$ cat src/rtl/pc_stack_seq.sv
// Program counter for instruction fetch: load, increment, sticky halt, and call/ret.
// The hardware return-address stack is built only when PC_CALL_STACK_EN is defined.
module pc_stack_seq #(
  parameter int unsigned ADDR_W     = 8,
  parameter int unsigned BUS_W      = 24,
  parameter int unsigned INC_STEP   = 1,
  parameter int unsigned RESET_ADDR = 0,
  parameter int unsigned STK_DEPTH  = 4
) (
  input  logic                           clk,
  input  logic                           rst,
  input  logic                           enable,
  input  logic                           finish,
  input  logic                           load,
  input  logic                           inc,
  input  logic                           call,
  input  logic                           ret,
  input  logic [BUS_W-1:0]               C_bus,
  output logic [ADDR_W-1:0]              ins_address,
  output logic                           halted,
  output logic [$clog2(STK_DEPTH):0]     stack_depth,
  output logic                           stack_ovf,
  output logic                           stack_unf
);

  localparam int unsigned PTR_W   = $clog2(STK_DEPTH);
  localparam int unsigned DEPTH_W = PTR_W + 1;

  typedef enum logic {RUN = 1'b0, HALT = 1'b1} state_t;

  state_t              state_q, state_d;
  logic [ADDR_W-1:0]   pc_q, pc_d;
  logic [DEPTH_W-1:0]  depth_q, depth_d;
  logic                ovf_q, ovf_d;
  logic                unf_q, unf_d;
  logic [ADDR_W-1:0]   target;
  logic [ADDR_W-1:0]   pc_inc;

  assign target = C_bus[ADDR_W-1:0];
  assign pc_inc = pc_q + ADDR_W'(INC_STEP);

`ifdef PC_CALL_STACK_EN
  logic [ADDR_W-1:0]   stack_q [STK_DEPTH];
  logic [PTR_W-1:0]    top_idx;
  logic [PTR_W-1:0]    push_idx;
  logic                push;
  logic                unused_bus;

  assign top_idx    = PTR_W'(depth_q - DEPTH_W'(1));
  assign push_idx   = PTR_W'(depth_q);
  assign unused_bus = ^C_bus;

  // Return-address storage; push is only raised when depth < STK_DEPTH.
  always_ff @(posedge clk) begin
    if (!rst && push) stack_q[push_idx] <= pc_inc;
  end
`else
  logic unused_in;
  assign unused_in = ^{ret, C_bus};
`endif

  always_ff @(posedge clk) begin
    if (rst) begin
      state_q <= RUN;
      pc_q    <= ADDR_W'(RESET_ADDR);
      depth_q <= '0;
      ovf_q   <= 1'b0;
      unf_q   <= 1'b0;
    end else begin
      state_q <= state_d;
      pc_q    <= pc_d;
      depth_q <= depth_d;
      ovf_q   <= ovf_d;
      unf_q   <= unf_d;
    end
  end

  // One action per enabled RUN cycle: finish, then ret > call > load > inc.
  always_comb begin
    state_d = state_q;
    pc_d    = pc_q;
    depth_d = depth_q;
    ovf_d   = ovf_q;
    unf_d   = unf_q;
`ifdef PC_CALL_STACK_EN
    push    = 1'b0;
`endif
    if (state_q == RUN && enable) begin
      if (finish) begin
        state_d = HALT;
      end
`ifdef PC_CALL_STACK_EN
      else if (ret) begin
        if (depth_q != '0) begin
          pc_d    = stack_q[top_idx];
          depth_d = depth_q - DEPTH_W'(1);
        end else begin
          unf_d = 1'b1;
          pc_d  = pc_inc;
        end
      end else if (call) begin
        if (depth_q != DEPTH_W'(STK_DEPTH)) begin
          push    = 1'b1;
          depth_d = depth_q + DEPTH_W'(1);
        end else begin
          ovf_d = 1'b1;
        end
        pc_d = target;
      end
`else
      else if (call) begin
        pc_d = target;
      end
`endif
      else if (load) begin
        pc_d = target;
      end else if (inc) begin
        pc_d = pc_inc;
      end
    end
  end

  assign ins_address = pc_q;
  assign halted      = (state_q == HALT);
  assign stack_depth = depth_q;
  assign stack_ovf   = ovf_q;
  assign stack_unf   = unf_q;

endmodule

$ cat config.mk
export PLATFORM = sky130hd
export DESIGN_NAME = pc_stack_seq
export DESIGN_NICKNAME = d
export VERILOG_FILES = /design/src/rtl/pc_stack_seq.sv
export SDC_FILE = /design/constraint.sdc
export NUM_CORES = 1
export LEC_CHECK = 0
export CAP_MARGIN = 20
export CELL_PAD_IN_SITES_DETAIL_PLACEMENT = 1
export CELL_PAD_IN_SITES_GLOBAL_PLACEMENT = 1
export CORE_MARGIN = 4
export CORE_UTILIZATION = 24
export CTS_BUF_LIST = sky130_fd_sc_hd__clkbuf_4 sky130_fd_sc_hd__clkbuf_8
export CTS_CLUSTER_SIZE = 30
export DETAILED_ROUTE_END_ITERATION = 10
export GPL_TIMING_DRIVEN = 0
export PLACE_DENSITY = 0.95
export SETUP_SLACK_MARGIN = 0.5
export SLEW_MARGIN = 20
export SYNTH_ARGS = -nofsm -noshare
export SYNTH_HDL_FRONTEND = slang
export SYNTH_SLANG_ARGS = --single-unit
export TNS_END_PERCENT = 5
$ cat constraint.sdc
create_clock -name clk -period 3.14 [get_ports clk]
set_input_delay 0.471 -clock clk [delete_from_list [all_inputs] [get_ports clk]]
set_output_delay 0.471 -clock clk [all_outputs]
set_load 0.02 [all_outputs]
==> summary.md <==
| Metric | Value |
|---|---|
| Drt wl/cell | 14.1 um |
| Max-slew violations | 0 |
| Status | complete, no violations |
| Unrepaired setup endpoints after global routing | no |
| Vias per cell | 5.04 |
| Mux share of post-synthesis cell area | 0% |
| CP max stage delay | 0.66 ns |
| Min-Delay Startpoint | rst |
| Post-synthesis sequential area ratio | 29.4% |
| Min Clock Period, post-route | 1.86 ns |
| CTS tree | built |
| Setup TNS | 0 ns |
| Port bufs | 22 |
| Die area | 3420 sq um |
| PostCTS Resize Cnt | 0 |
| HP Class | input pin to flip-flop |
| CTS Buf Count | 3 |
| Setup slack, reg-to-reg | 1.66 ns |
| Max clock buf depth | 2 |
| Combinational family with the most area after synthesis | compound AO/OA/AOI/OAI gates |
| Commonest cells after routing, fill and taps aside | 22 x clkdlybuf4s50_1, 14 x nand2_1, 9 x dfxtp_1, 7 x o21ai_0, 6 x nor2_1 |
| Die height | 58.5 um |
| Average cell area after synthesis | 7.95 sq um |
| Tot Pwr | 0.322 mW |
| Post-synth EDFFs | 0 |
| Required @ worst endpoint | 2.67 ns |
| Xor/xnor share of the synthesized area | 0% |
| Top Ports | 46 |
| First-pass GRT wire length | 3170 um |
| Setup bufs post-CTS | 0 |
| Final Hold Vio Count | 0 |
| Final setup fails | 0 |
| Via total after detailed routing | 690 |
| Worst Path Buf+Inv | 1 |
| CP top delay family | buffers and inverters |
| Worst-path maximum fanout | 7 |
| Data arrival, critical path | 1.39 ns |
| FP Rows | 18 |
| Final period utilization | 59.3% |
| Pleak | 0.348 nW |
| Vias in the first global route | 740 |
| Adder-cell share of the synthesized area | 2.04% |
| Antenna violations before repair | 0 |
| Crit path launch | ins_address[0] |
| Hold depth | 2 |
| Post-synthesis compound-gate area fraction | 31.9% |
| GPL Wtd Cong | 0.798 |
| Drt pass-1 iters | 2 |
| RR Endpoint | ins_address[6] |
| Worst vdd ir | 125 uV |
| DR iter-0 viols | 4 |
| Worst setup EP type | output pin |
| Sink Count | 9 |
| Core Region | 2450 sq um |
| Critical R2R Launch | ins_address[0] |
| Pin count of the biggest net entering global routing | 11 |
| Crit path kind | flip-flop to output pin |
| Clk root buf | clkbuf_4 |
| Area growth, synth to finish | 49.5% |
| Gr ovfl total | 0 |
| Commonest non-fill, non-tap cell in the layout | clkdlybuf4s50_1 |
| Tot GR Track Use | 12.0% |
| Fmax | 537 MHz |
| Hold path endpoint | ins_address[4] |
| Routed Antenna Nets | 0 |
| CTS H-tree depth | 1 |
| Synth async-reset ratio | 0% |
| Ys Warns | 0 |
| Starting Density | 24.9% |
| Cts hold-fix bufs | 0 |
| Post-Syn Area | 612 sq um |
| Crit path cell chain | clkdlybuf4s50_1 |
| N_diodes | 0 |
| Die Wd | 58.5 um |
| Syn Inst Count | 77 |
| Simple-gate portion of the synthesized area | 21.9% |
| Pwr dens | 352 nW/um^2 |
| Worst path slowest cell | clkdlybuf4s50_1 |
| Yosys reg bits | 9 |
| Proportion of layout cells with a drive suffix above 1 | 15.9% |
| Final-stage net count | 141 |
| Latest clock arrival within the worst-skew pair | 0.28 ns |
| DRC | 0 |
| Max Cap Viol | 0 |
| WL final | 1930 um |
| Ys flop type | dfxtp_1 |
| Hpwl dp | 1450 um |
| Clock-pin slew on the worst setup and hold paths | 0.07 ns |
| Layout Skew | 0.00386 ns |
| Distinct cells, synth | 28 |
| Type of element launching the critical path | flip-flop |
| Reg2Reg Depth | 5 |
per-stage QoR:
step           std cells  utilization, %  setup WS (ns)  hold slack (ns)  area, sq um
2_1_floorplan         81               -           1.64            0.581          627
3_3_place_gp         133            36.0           1.12            0.475          885
3_5_place_dp         133            36.0           1.07            0.510          885
4_1_cts              137            37.3           1.28            0.398          915
5_1_grt              137            37.3           1.19            0.398          915
6_report             137            37.3           1.28            0.389          915
Yosys cell counts, types with 2 or more instances:
master | instances | share of area [%]
nand3_1 | 4 | 3.3
o21ai_0 | 7 | 5.7
nand2_1 | 14 | 8.6
buf_6 | 4 | 7.4
a31o_1 | 2 | 2.9
buf_4 | 5 | 6.1
a21oi_1 | 5 | 4.1
nor2_1 | 6 | 3.7
and2_1 | 2 | 2.0
dfxtp_1 | 9 | 29
o41ai_1 | 2 | 2.9
power breakdown:
group	internal (mW)	total (mW)	switching (mW)
logic	0.0448	0.0859	0.0412
clock network	0.0580	0.108	0.0500
registers	0.120	0.128	0.00786
total	0.223	0.322	0.0990
registers in the layout, indices dropped and copies added (netlist names):
register     count
halted           1
ins_address      8
cells by family (layout without fill, tap and decap cells):
group | Yosys count | in the layout
and+or+nand+nor | 30 | 30
DFF | 9 | 9
other | 1 | 5
adders and majority gates | 1 | 1
buffers and inverters | 10 | 36
AOI/OAI and AO/OA | 26 | 26
final cells by class:
class | instances | area [sq um]
Buffer | 9 | 82.6
Clock buffer | 4 | 30.0
Fill cell | 315 | 1540
Inverter | 1 | 3.75
Multi-Input combinational cell | 62 | 360
Sequential cell | 9 | 180
Tap cell | 30 | 37.5
Timing Repair Buffer | 22 | 220
per-layer routing:
| metal | GRT usage (%) | wire, um |
|---|---|---|
| met1 | 13.9 | 812 |
| met3 | 3.29 | 134 |
| met5 | 0 | 0 |
| met4 | 4.97 | 44 |
| met2 | 20.6 | 934 |
how the worst max path moves through the flow:
stage                endpoint  slack [ns]  cells after the start
5_1_grt        ins_address[2]        1.19                      6
6_report       ins_address[0]        1.28                      1
4_1_cts        ins_address[0]        1.28                      1
2_1_floorplan  ins_address[4]        1.64                      6
3_5_place_dp   ins_address[7]        1.07                      6
3_3_place_gp   ins_address[7]        1.12                      6
(Power assumes the default switching activity.)
